[src/rtl/bus_arbiter_rr.sv]
// -----------------------------------------------------------------------------
// bus_arbiter_rr
//   Four-master round-robin arbiter and bus multiplexer for the shared CPU
//   system bus. One master owns the bus at a time. Its address, strobe,
//   direction and write data are routed to the single slave port. Read data and
//   ready come back to the owner only. A watchdog completes an access that the
//   slave never acknowledges, and it flags that access with a bus error pulse.
//
// Parameters
//   ADDR_W   word-address width
//   DATA_W   data width
//   TIMEOUT  maximum cycles from as_ to rdy_ before forced completion (0 = off)
//
// Ports
//   clk        system clock, rising edge
//   reset      synchronous active-low reset
//   m_req_     per-master request (active low)
//   m_addr     packed master addresses, master i at [i*ADDR_W +: ADDR_W]
//   m_as_      per-master address strobe (active low)
//   m_rw       per-master read(1)/write(0)
//   m_wr_data  packed master write data, master i at [i*DATA_W +: DATA_W]
//   m_grnt_    per-master grant (active low, registered)
//   m_rd_data  read data broadcast to all masters
//   m_rdy_     per-master ready (active low)
//   s_addr/s_as_/s_rw/s_wr_data  slave-side request from the current owner
//   s_rd_data/s_rdy_             slave response
//   owner      current owner index (held while idle)
//   bus_err    one-cycle pulse when the watchdog forces completion
// -----------------------------------------------------------------------------
module bus_arbiter_rr #(
  parameter int ADDR_W  = 30,
  parameter int DATA_W  = 32,
  parameter int TIMEOUT = 16
) (
  input  logic                  clk,
  input  logic                  reset,
  input  logic [3:0]            m_req_,
  input  logic [4*ADDR_W-1:0]   m_addr,
  input  logic [3:0]            m_as_,
  input  logic [3:0]            m_rw,
  input  logic [4*DATA_W-1:0]   m_wr_data,
  output logic [3:0]            m_grnt_,
  output logic [DATA_W-1:0]     m_rd_data,
  output logic [3:0]            m_rdy_,
  output logic [ADDR_W-1:0]     s_addr,
  output logic                  s_as_,
  output logic                  s_rw,
  output logic [DATA_W-1:0]     s_wr_data,
  input  logic [DATA_W-1:0]     s_rd_data,
  input  logic                  s_rdy_,
  output logic [1:0]            owner,
  output logic                  bus_err
);

  typedef enum logic {
    IDLE  = 1'b0,
    GRANT = 1'b1
  } state_t;

  localparam bit WD_EN = (TIMEOUT > 0);
  // A zero-width counter is illegal, so the disabled watchdog keeps one dummy bit.
  localparam int CNT_W = WD_EN ? $clog2(TIMEOUT + 1) : 1;
  localparam logic [CNT_W-1:0] CNT_LIMIT = CNT_W'(TIMEOUT);

  state_t           state, state_n;
  logic [1:0]       owner_n;
  logic [1:0]       last, last_n;
  logic [3:0]       grnt_q, grnt_n;
  logic [CNT_W-1:0] cnt, cnt_n;

  logic [3:0]       cand;
  logic [1:0]       win;
  logic             win_valid;
  logic             wd_hit;

  // ---------------------------------------------------------------------------
  // Round-robin search: the first candidate at or after last+1, wrapping.
  // ---------------------------------------------------------------------------
  always_comb begin
    // NOTE: every variable gets a default before any branch, so no latch is inferred.
    cand      = ~m_req_;
    win       = '0;
    win_valid = 1'b0;
    // A releasing owner must not win the same-cycle search.
    if (state == GRANT) cand[owner] = 1'b0;
    // Scan from the farthest offset to the nearest, so the nearest match wins.
    for (int k = 3; k >= 0; k--) begin
      if (cand[last + 2'd1 + 2'(k)]) begin
        win       = last + 2'd1 + 2'(k);
        win_valid = 1'b1;
      end
    end
  end

  // ---------------------------------------------------------------------------
  // Next-state logic
  // ---------------------------------------------------------------------------
  always_comb begin
    state_n = state;
    owner_n = owner;
    last_n  = last;
    unique case (state)
      IDLE: begin
        if (win_valid) begin
          state_n = GRANT;
          owner_n = win;
          last_n  = win;
        end
      end
      GRANT: begin
        if (m_req_[owner]) begin
          if (win_valid) begin
            owner_n = win;
            last_n  = win;
          end else begin
            state_n = IDLE;
          end
        end
      end
      default: state_n = IDLE;
    endcase
    grnt_n = (state_n == GRANT) ? ~(4'b0001 << owner_n) : 4'b1111;
  end

  // ---------------------------------------------------------------------------
  // Slave mux and return path
  // ---------------------------------------------------------------------------
  always_comb begin
    s_addr    = '0;
    s_as_     = 1'b1;
    s_rw      = 1'b1;
    s_wr_data = '0;
    if (state == GRANT) begin
      s_addr    = m_addr[owner*ADDR_W +: ADDR_W];
      s_as_     = m_as_[owner];
      s_rw      = m_rw[owner];
      s_wr_data = m_wr_data[owner*DATA_W +: DATA_W];
    end
  end

  // A real rdy_ in the limit cycle wins over the forced completion.
  assign wd_hit  = WD_EN && (state == GRANT) && (cnt == CNT_LIMIT);
  assign bus_err = wd_hit && s_rdy_;

  always_comb begin
    m_rdy_ = 4'b1111;
    if (state == GRANT) m_rdy_[owner] = s_rdy_ & ~bus_err;
  end

  assign m_rd_data = bus_err ? '0 : s_rd_data;
  assign m_grnt_   = grnt_q;

  // ---------------------------------------------------------------------------
  // Watchdog: the counter starts on a strobe while the slave is not ready, keeps
  // counting while the slave stays not ready, and clears on a reply, on an owner
  // change, on idle, or after it forces completion.
  // ---------------------------------------------------------------------------
  always_comb begin
    cnt_n = '0;
    if (WD_EN && state == GRANT && state_n == GRANT && owner_n == owner) begin
      if (!s_rdy_ || wd_hit)          cnt_n = '0;
      else if (cnt != '0 || !s_as_)   cnt_n = cnt + CNT_W'(1);
      else                            cnt_n = cnt;
    end
  end

  // ---------------------------------------------------------------------------
  // State registers (synchronous reset)
  // ---------------------------------------------------------------------------
  always_ff @(posedge clk) begin
    // NOTE: sequential state uses non-blocking assignments only, so every flop samples the pre-edge values.
    if (!reset) begin
      state  <= IDLE;
      owner  <= 2'd0;
      last   <= 2'd3;
      grnt_q <= 4'b1111;
      cnt    <= '0;
    end else begin
      state  <= state_n;
      owner  <= owner_n;
      last   <= last_n;
      grnt_q <= grnt_n;
      cnt    <= cnt_n;
    end
  end

endmodule

[config.mk]
export PLATFORM = sky130hd
export DESIGN_NAME = bus_arbiter_rr
export DESIGN_NICKNAME = d
export VERILOG_FILES = /design/src/rtl/bus_arbiter_rr.sv
export SDC_FILE = /design/constraint.sdc
export NUM_CORES = 1
export LEC_CHECK = 0
export CAP_MARGIN = 40
export CORE_AREA = 2 2 155 157
export DETAILED_ROUTE_END_ITERATION = 6
export DIE_AREA = 0 0 157 159
export HOLD_SLACK_MARGIN = 0.06
export MAX_ROUTING_LAYER = met4
export PLACE_DENSITY_LB_ADDON = 0.15
export SYNTH_ARGS = -nofsm -noshare
export SYNTH_HDL_FRONTEND = slang
export SYNTH_SLANG_ARGS = --single-unit
[constraint.sdc]
create_clock -name clk -period 2.45 [get_ports clk]
set_input_delay 0.49 -clock clk [delete_from_list [all_inputs] [get_ports clk]]
set_output_delay 0.49 -clock clk [all_outputs]
set_load 0.01 [all_outputs]
==> results.ini <==
[flow_run]
drv_cap=0

[floorplan]
die_y_um=159
start_util_pct=13.5
row_count=56
die_x_um=157
core_area_um2=23200
ios=402
die_area_um2=25000

[layout]
finalInstanceArea_um2=7920
fillers=2350
fin_util_pct=34.1
drive_above_1_share_pct=19.6
final_net_count=1023
area_growth_pct=153

[routing]
ant_nets=0
first_pass_iters=4
drt_iter0_markers=138
wl_um=20400
vias=4345
drc=0
wl_per_cell_um=19.5
drt-vias-per-instance=4.15

[global_routing]
overflow=0
met1_usage_pct=16.9
antenna_found_initial=2
top_usage_layer=met2
grt_util_met3_pct=4.11
met2_usage_pct=29.5
grt_pass1_wl_um=29000
grt.total_usage_pct=15.7
grt_max_degree=47
grt_pass1_vias=4737

[critical_path]
arrival_ps=1910
critPathLaunchType=flop
worst-setup-path-type=flop to output port
cp-end-kind=output port
setup.worst_path.start=owner[0]$_SDFF_PN0_
reg2reg_from=owner[0]$_SDFF_PN0_
reg2reg_depth=10
required_ps=1960
cp_max_fo=6

[logic_synthesis]
ys_ff_latch=14
synth_nets=603
synth_ff_type=dfxtp_1
yosysMostFrequentCell=and2_1
synth_top_area_share_pct=46.1
netlist_area_um2=3120
yosysWarnings=0
synth_area_leaders=mux4_2 (46%), and2_1 (19%), dfxtp_1 (9.0%)
seq_area_frac_synth_pct=8.97
synth-edff-count=0
syn_area_per_cell_um2=10.2
async_flop_share_pct=0
synth_top_cell_by_area=mux4_2
syn_inst=306
synth_common_cells=and2_1 (94), mux4_2 (64), nand2_1 (16), dfxtp_1 (14), clkbuf_1 (13)
synthDistinctLibCells=49

[placement]
io_buffers=401
post-dp-hpwl_um=16700
place_ws_ps=-192
placed_cell_area_um2=7710
gp_congestion=0.889

[timing]
finalMaxSlewViolations=0
final-setup-viol-count=0
fmax_ghz=0.416
hold_slack_ps=551
worst_pin_slew_ps=500
maxSlewHeadroom_pct=66.4
finalHoldViolations=0
fin_crit_sh_pct=98.1
finClkSkew_ps=7.17
fin_ws_ps=46.6
min_period_ps=2400

[cts]
cts_tree=built
clk_pin_slew_worst_paths_ps=50
insertion_delay_ps=250
cts.sinks=14
cts_hold_buf=0
clockBufferDepth=2
clockRootBuffer=clkbuf_16
cts_buffers=3
ctsHtreeMaxLevel=1

[power]
power.leakage_nw=3.05
vdd_drop_max_uv=221
power_density_nw_per_um2=416

[worst_hold_path]
hold_path_class=flop to flop
hold_path_depth=2
min-delay-start=last[1]$_SDFFE_PN1P_

[outcome]
status=finished, final reports clean

==> registers in the layout, indices dropped and copies added, names as in the netlist <==
| signal | flops |
|---|---|
| cnt | 5 |
| m_grnt_ | 4 |
| last | 2 |
| owner | 2 |
| state | 1 |
==> logic make-up after synthesis <==
group	after synthesis	synth area share [%]
flip-flops	14	8.97
AND/OR/NAND/NOR	151	28.9
AO/OA/AOI/OAI	30	6.85
XOR/XNOR	3	0.841
adder cells (fa/ha/maj)	2	0.801
multiplexers	70	48.1
buffers and inverters	36	5.49
==> worst paths after layout <==
kind,end,slack (ps)
setup / recovery,s_wr_data[4],50
hold / removal,last[1]$_SDFFE_PN1P_,550
setup reg to reg,cnt[1]$_SDFFE_PP0P_,90
hold reg to reg,last[1]$_SDFFE_PN1P_,550
==> timing repair <==
item	CTS	global route
setup buffers	6	3
gates cloned	4	1
endpoints found under the setup margin	99	45
gates resized for setup	122	18
hold endpoints to repair	0	0
pin swaps	0	4
==> area by class of cell <==
cell class              instances  area [µm²]  share of cell area [%]
clock buffers                   4        78.8                   0.995
diodes                          2        5.00                  0.0632
multi-input cells             256        2710                    34.3
well taps                     319         399                    5.04
flip-flops and latches         14         289                    3.65
inverters                       7        26.3                   0.332
repair buffers                444        4410                    55.7
==> routing by layer <==
metal | part of all wire, % | wire length (µm)
met5 | 0 | 0
met2 | 52 | 10600
met4 | 1.1 | 216
met3 | 9.7 | 1990
met1 | 37 | 7510
==> per-stage QoR <==
step	power [mW]	setup TNS (ps)	std cells
detailed placement	2.91	-4480	1027
global route	3.50	-0.361	1046
floorplan	1.54	0	306
global placement	2.90	-4130	1027
CTS	3.31	-1.19	1041
finish	3.29	0	1046
==> worst max-delay path: stages (launching register included) <==
cell and delay, ps:
dfxtp_4 370, buf_12 150, buf_12 130, mux4_2 510
and2_1 180, dlygate4sd2_1 300
==> cell usage in the layout (no fill, tap or decap), drive strengths merged, types with 7 or more instances in the layout <==
master         netlist  routed
clkbuf              13       9
dfxtp               14      14
nand2               16      16
nor2                13      13
clkdlybuf4s50        0     301
and2                94      94
mux4                64      64
dlygate4sd2          0      86
buf                 16      46
o21ai               10      10
inv                  7       7
==> power breakdown <==
group          internal, mW  total [mW]  switching [mW]
registers             0.262       0.294          0.0321
logic                  1.63        2.67            1.04
clock network         0.221       0.329           0.108
No activity file was read; power rests on OpenSTA's default activity.
